===== src/rtl/ip_spike_sequencer_pkg.sv =====
// ip_spike_sequencer_pkg: shared sizes, FSM encoding and step clamping for the spike sequencer.
package ip_spike_sequencer_pkg;
   localparam int WIDTH  = 256;
   localparam int IDX_W  = 8;
   localparam int ADDR_W = 16;
   localparam int DEPTH  = 1002;
   typedef enum logic [2:0] {
      S_IDLE,
      S_ADDR,
      S_WAIT,
      S_LOAD,
      S_SCAN,
      S_DONE
   } state_e;
   // The RAM only has DEPTH rows, so longer runs are cut at the last row.
   function automatic logic [ADDR_W-1:0] clamp_steps(input logic [ADDR_W-1:0] n);
      return (n > ADDR_W'(DEPTH)) ? ADDR_W'(DEPTH) : n;
   endfunction
endpackage


===== src/rtl/ip_spike_sequencer_if.sv =====
// ip_spike_sequencer_if: run control, spike-RAM read port and spike stream of the sequencer.
interface ip_spike_sequencer_if;
   import ip_spike_sequencer_pkg::*;
   logic              start;
   logic [ADDR_W-1:0] num_steps;
   logic [ADDR_W-1:0] ram_addr;
   logic              ram_we;
   logic [WIDTH-1:0]  ram_data;
   logic              spk_valid;
   logic              spk_ready;
   logic [IDX_W-1:0]  spk_idx;
   logic [ADDR_W-1:0] spk_step;
   logic              spk_last;
   logic              step_done;
   logic              busy;
   logic              done;
   modport master (
      input  start, num_steps, ram_data, spk_ready,
      output ram_addr, ram_we, spk_valid, spk_idx, spk_step, spk_last, step_done, busy, done
   );
   modport slave (
      output start, num_steps, ram_data, spk_ready,
      input  ram_addr, ram_we, spk_valid, spk_idx, spk_step, spk_last, step_done, busy, done
   );
endinterface


===== src/rtl/ip_spike_sequencer_prio_enc.sv =====
// spike_prio_enc: lowest-set-bit encoder; rest_o is the mask with that bit cleared.
module spike_prio_enc #(
   parameter int W  = 256,
   parameter int IW = 8
) (
   input  logic [W-1:0]  mask_i,
   output logic [IW-1:0] idx_o,
   output logic [W-1:0]  rest_o,
   output logic          any_o,
   output logic          one_hot_last_o
);
   always_comb begin
      idx_o = '0;
      for (int i = W - 1; i >= 0; i--)
         if (mask_i[i]) idx_o = IW'(i);
   end
   assign rest_o         = mask_i & (mask_i - W'(1));
   assign any_o          = |mask_i;
   assign one_hot_last_o = any_o && (rest_o == '0);
endmodule


===== src/rtl/ip_spike_sequencer.sv =====
// ip_spike_sequencer: walks spike-RAM rows and streams each row's set-bit indices in ascending order.
module ip_spike_sequencer
   import ip_spike_sequencer_pkg::*;
(
   input logic                  clk,
   input logic                  rst_n,
   ip_spike_sequencer_if.master bus
);
   state_e            state_q, state_d;
   logic [ADDR_W-1:0] step_q, step_d, steps_q, steps_d, ram_addr_q, ram_addr_d, step_nx;
   logic [WIDTH-1:0]  mask_q, mask_d, mask_rest;
   logic [IDX_W-1:0]  idx;
   logic              any, last, xfer, row_end, step_done_q;

   spike_prio_enc #(.W(WIDTH), .IW(IDX_W)) u_enc (
      .mask_i        (mask_q),
      .idx_o         (idx),
      .rest_o        (mask_rest),
      .any_o         (any),
      .one_hot_last_o(last)
   );

   assign step_nx = step_q + ADDR_W'(1);
   assign xfer    = (state_q == S_SCAN) && any && bus.spk_ready;
   // An empty row ends on its first SCAN cycle without emitting anything.
   assign row_end = (state_q == S_SCAN) && (!any || (xfer && last));

   always_comb begin
      state_d    = state_q;
      step_d     = step_q;
      steps_d    = steps_q;
      mask_d     = mask_q;
      ram_addr_d = ram_addr_q;
      case (state_q)
         S_IDLE: if (bus.start) begin
            steps_d    = clamp_steps(bus.num_steps);
            step_d     = '0;
            state_d    = (bus.num_steps == '0) ? S_DONE : S_ADDR;
            ram_addr_d = (bus.num_steps == '0) ? ram_addr_q : '0;
         end
         S_ADDR: state_d = S_WAIT;
         S_WAIT: state_d = S_LOAD;
         S_LOAD: begin
            mask_d  = bus.ram_data;
            state_d = S_SCAN;
         end
         S_SCAN: begin
            mask_d = xfer ? mask_rest : mask_q;
            if (row_end) begin
               step_d     = step_nx;
               state_d    = (step_nx == steps_q) ? S_DONE : S_ADDR;
               ram_addr_d = (step_nx == steps_q) ? ram_addr_q : step_nx;
            end
         end
         default: state_d = S_IDLE;
      endcase
   end

   always_ff @(posedge clk) begin
      if (!rst_n) begin
         state_q     <= S_IDLE;
         step_q      <= '0;
         steps_q     <= '0;
         mask_q      <= '0;
         ram_addr_q  <= '0;
         step_done_q <= 1'b0;
      end else begin
         state_q     <= state_d;
         step_q      <= step_d;
         steps_q     <= steps_d;
         mask_q      <= mask_d;
         ram_addr_q  <= ram_addr_d;
         step_done_q <= row_end;
      end
   end

   assign bus.ram_addr  = ram_addr_q;
   assign bus.ram_we    = 1'b0;
   assign bus.spk_valid = (state_q == S_SCAN) && any;
   assign bus.spk_idx   = idx;
   assign bus.spk_step  = step_q;
   assign bus.spk_last  = last;
   assign bus.step_done = step_done_q;
   assign bus.busy      = (state_q != S_IDLE);
   assign bus.done      = (state_q == S_DONE);
endmodule

===== src/flat_wrapper.sv =====
// flat-port wrapper written by rule: the top's interface ports become plain ports
module ip_spike_sequencer_flat import ip_spike_sequencer_pkg::*;
  (clk, rst_n, bus_start, bus_num_steps, bus_ram_data, bus_spk_ready, bus_ram_addr, bus_ram_we, bus_spk_valid, bus_spk_idx, bus_spk_step, bus_spk_last, bus_step_done, bus_busy, bus_done);
  ip_spike_sequencer_if bus_i ();
  input logic clk;
  input logic rst_n;
  input wire logic [$bits(bus_i.start)-1:0] bus_start;
  input wire logic [$bits(bus_i.num_steps)-1:0] bus_num_steps;
  input wire logic [$bits(bus_i.ram_data)-1:0] bus_ram_data;
  input wire logic [$bits(bus_i.spk_ready)-1:0] bus_spk_ready;
  output wire logic [$bits(bus_i.ram_addr)-1:0] bus_ram_addr;
  output wire logic [$bits(bus_i.ram_we)-1:0] bus_ram_we;
  output wire logic [$bits(bus_i.spk_valid)-1:0] bus_spk_valid;
  output wire logic [$bits(bus_i.spk_idx)-1:0] bus_spk_idx;
  output wire logic [$bits(bus_i.spk_step)-1:0] bus_spk_step;
  output wire logic [$bits(bus_i.spk_last)-1:0] bus_spk_last;
  output wire logic [$bits(bus_i.step_done)-1:0] bus_step_done;
  output wire logic [$bits(bus_i.busy)-1:0] bus_busy;
  output wire logic [$bits(bus_i.done)-1:0] bus_done;
  assign bus_i.start = bus_start;
  assign bus_i.num_steps = bus_num_steps;
  assign bus_i.ram_data = bus_ram_data;
  assign bus_i.spk_ready = bus_spk_ready;
  assign bus_ram_addr = bus_i.ram_addr;
  assign bus_ram_we = bus_i.ram_we;
  assign bus_spk_valid = bus_i.spk_valid;
  assign bus_spk_idx = bus_i.spk_idx;
  assign bus_spk_step = bus_i.spk_step;
  assign bus_spk_last = bus_i.spk_last;
  assign bus_step_done = bus_i.step_done;
  assign bus_busy = bus_i.busy;
  assign bus_done = bus_i.done;
  ip_spike_sequencer u_core (.clk(clk), .rst_n(rst_n), .bus(bus_i));
endmodule

===== config.mk =====
export PLATFORM = sky130hd
export DESIGN_NAME = ip_spike_sequencer_flat
export DESIGN_NICKNAME = d
export VERILOG_FILES = /design/src/rtl/ip_spike_sequencer_pkg.sv /design/src/rtl/ip_spike_sequencer_if.sv /design/src/rtl/ip_spike_sequencer_prio_enc.sv /design/src/rtl/ip_spike_sequencer.sv /design/src/flat_wrapper.sv
export SDC_FILE = /design/constraint.sdc
export NUM_CORES = 1
export LEC_CHECK = 0
export CAP_MARGIN = 20
export CORE_MARGIN = 5
export CORE_UTILIZATION = 35
export CTS_CLUSTER_DIAMETER = 200
export DETAILED_ROUTE_END_ITERATION = 10
export PLACE_DENSITY_LB_ADDON = 0.2
export REMOVE_ABC_BUFFERS = 1
export SLEW_MARGIN = 20
export SYNTH_ARGS = -nofsm -noshare
export SYNTH_HDL_FRONTEND = slang
export SYNTH_SLANG_ARGS = --single-unit

===== constraint.sdc =====
create_clock -name clk -period 5 [get_ports clk]
set_input_delay 1.25 -clock clk [delete_from_list [all_inputs] [get_ports clk]]
set_output_delay 1.25 -clock clk [all_outputs]
set_load 0.01 [all_outputs]

==> results.txt <==
Layout Cells excl Fill = 4982
Post-Route Skew = 32.1 ps
Top cells by count, synth = nor2_1 (459), o21ai_0 (331), nand2_1 (321), dfxtp_1 (308), clkbuf_1 (223)
# hold bufs at CTS = 0
Critical path data required time = 3750 ps
FP Rows = 90
Top cell type's share of synthesized area = 29.2%
# port buffers = 320
CTS H-Tree Depth = 2
CTS tree = done
Hold Crit Class = reg -> reg
Clock tree sinks = 308
MaxCap Viol Count = 0
WL/cell = 25.4 um
DR vias = 30200
Most frequent CP cell = buf_4
Worst R2R Start = u_core.mask_q[143]
Starting Density = 35.2%
Vias per inst = 6.05
Seq/Total Area, Yosys = 29.2%
Leak = 0.0144 uW
Minimum clock period = 6000 ps
Worst-path fanout max = 4
Post-synthesis async set-or-reset flop share = 0%
Final Hold Viols = 0
Final wirelength = 127000 um
Startpoint types = flop
Cell family with most CP delay = simple AND/OR/NAND/NOR gates
Hpwl dp = 97900 um
Flops & latches, synth = 308
Worst slew margin = 23.5%
Setup WS pre-CTS = -956 ps
First-pass GRT wire length = 188000 um
Die width = 256 um
Final max-slew violation count = 0
Slowest-stage cell, CP = nor4_1
DRC viols = 0
Drt initial violations = 3231
Syn Inst Count = 3091
Nets@finish = 4443
Hold_sp = u_core.bus.ram_addr[4]
Die ar. = 0.0653 mm^2
Post-layout util = 56.7%
Top-count cell post-synth = nor2_1
Violated checks = setup timing
Worst setup path startpoint = u_core.mask_q[36]
Worst setup margin = -999 ps
Tightest Pin Transition = 1150 ps
Area grow syn2layout = 61.2%
Maximum clock path buffer count = 3
Grt ovf = 0
Inst Count DP = 4880
Gpl congestion = 1.10
Clk root buf = clkbuf_16
Vias in the first global route = 29400
Main flop type after synthesis = dfxtp_1
Clock Pin Slew Worst Setup and Hold Paths = 60 ps
Layout cells sized above 1 = 28.9%
Num CTS Buffers = 40
Largest net degree at the start of global routing = 182
Area of the core = 0.0600 mm^2
Critical path endpoint category = primary output
Clk_lat worst skew = 610 ps
CP Cell Sequence = buf_4 -> nor3_1 -> nand4_1 -> buf_4 -> buf_4 -> nor4_1 -> buf_4 -> nand2_1 -> nor4_1 -> o21ai_0 -> a221o_1 -> or4_1 -> nor3_2 -> and4_4 -> buf_6
Io pins = 322
Post-route ant nets = 0
Maximum vdd drop = 0.265 mV
Arr. time, crit path = 4750 ps
Filler cell count in the final layout = 5761
Post-synth EDFFs = 0
RSZ-0062 raised after global routing = true
Die height = 256 um
Final period utilization = 120%
Power Dens Cells = 388 mW/mm^2
Synth top area cells = dfxtp_1 (29%), nor2_1 (8.2%), o21ai_0 (7.8%), a22oi_1 (6.2%), nand2_1 (5.7%)
Synthesized area = 0.0211 mm^2
Avg Synthesized Cell Area = 6.83 um^2
GRT Overall Usage = 36.4%
DRT Pass-1 Iters = 6
Worst path max stage delay = 700 ps
# setup viols final = 6
Critical path class = reg -> out
Crit path buffers/inverters = 5
Fmax = 0.167 GHz
Yosys warns = 0
Area leader, netlist = dfxtp_1
Unique masters post-synth = 81
Status = finished with violations
Initial antenna violation count = 4
worst min-delay path, delay by kind of cell, from the launching register on:
family | cells | cell delay (ps)
DFF | 1 | 310
muxes | 1 | 50
and+or+nand+nor | 1 | 50
registers in the layout, summed over array words and instances, names as in the netlist:
name,count
u_core.bus.ram_addr,16
u_core.bus.spk_step,16
u_core.bus.step_done,1
u_core.mask_q,256
u_core.state_q,3
u_core.steps_q,16
placed cells by master, fill, tap and decap left out, types with 12 or more instances in the layout:
cell type,n
nor4_1,89
buf_6,14
a21o_1,14
dfxtp_1,300
nand2_1,318
inv_1,95
o31ai_1,29
or4_1,23
o41ai_1,14
xnor2_1,19
nand3_1,81
or2_2,17
nor4_4,18
o2111ai_1,24
o21ai_0,313
nand2b_1,13
clkbuf_16,41
a22oi_1,173
o21ai_1,13
a211oi_1,19
a31oi_1,24
nor4_2,31
mux2i_1,21
xor2_1,12
or3_1,30
nor3_1,124
buf_4,933
nor2_1,454
and3_1,23
o21a_1,19
a21oi_1,207
nand4_1,62
clkdlybuf4s50_1,313
power breakdown:
group	internal (uW)	total, uW	switching, uW
sequential	2530	2600	75.7
combinational	3340	7430	4080
clock	1890	3180	1300
total	7760	13200	5460
logic make-up (layout without fill, tap and decap cells):
logic type                 after synthesis  count (layout)  synth area share (%)
AOI/OAI and AO/OA                     1007            1007                  30.1
buffers and inverters                  340            1446                  6.23
muxes                                   23              23                  1.09
and+or+nand+nor                       1380            1380                  32.0
other                                    1               4                0.0178
xor gates and xnor gates                31              31                  1.29
DFF                                    308             308                  29.2
adders and majority gates                1               1                0.0593
cell type report:
| type | count | area (um^2) | share of cell area [%] |
|---|---|---|---|
| sequential | 308 | 6180 | 18.2 |
| inverter | 96 | 368 | 1.08 |
| multi-input combinational | 2443 | 14500 | 42.7 |
| clock inverter | 19 | 310 | 0.912 |
| tap | 782 | 978 | 2.88 |
| timing repair buffer | 1277 | 10600 | 31.0 |
| antenna | 3 | 7.51 | 0.0221 |
| clock buffer | 54 | 1100 | 3.24 |
stage by stage:
step                      total power, uW  area, um^2  TNS, ps  hold WS [ps]
after floorplan                      5050       20200  -924280           473
after global placement               9290       31500    -4200           448
after detailed placement             9280       31500    -3780           454
after CTS                           12800       33400    -1580           462
after global routing                13600       34000    -3470           486
final                               13200       34000    -1680           462
worst paths after layout:
path	cells past startpoint	end	slack, ps
max	15	bus_spk_last	-1000
min	2	u_core.bus.ram_addr[4]	460
max reg2reg	18	u_core.bus.ram_addr[12]	-40
min reg2reg	2	u_core.bus.ram_addr[4]	460
per-layer routing:
layer  track usage [%]  wire (um)  vias to the layer above  share of wire (%)
met1              48.3      52300                    14600                 41
met4              15.1       6400                        2                5.0
met2              58.5      57100                     1614                 45
li1                  -          -                    13600                  -
met3              6.74      10900                      335                8.6
met5                 0          8                        -             0.0063
what timing repair did:
item | in CTS | in global routing
setup endpoints to repair | 33 | 44
buffers inserted | 12 | 14
pin swaps | 30 | 46
resized for setup | 97 | 122
gates cloned | 0 | 1
Power figures use the tool's default switching activity.
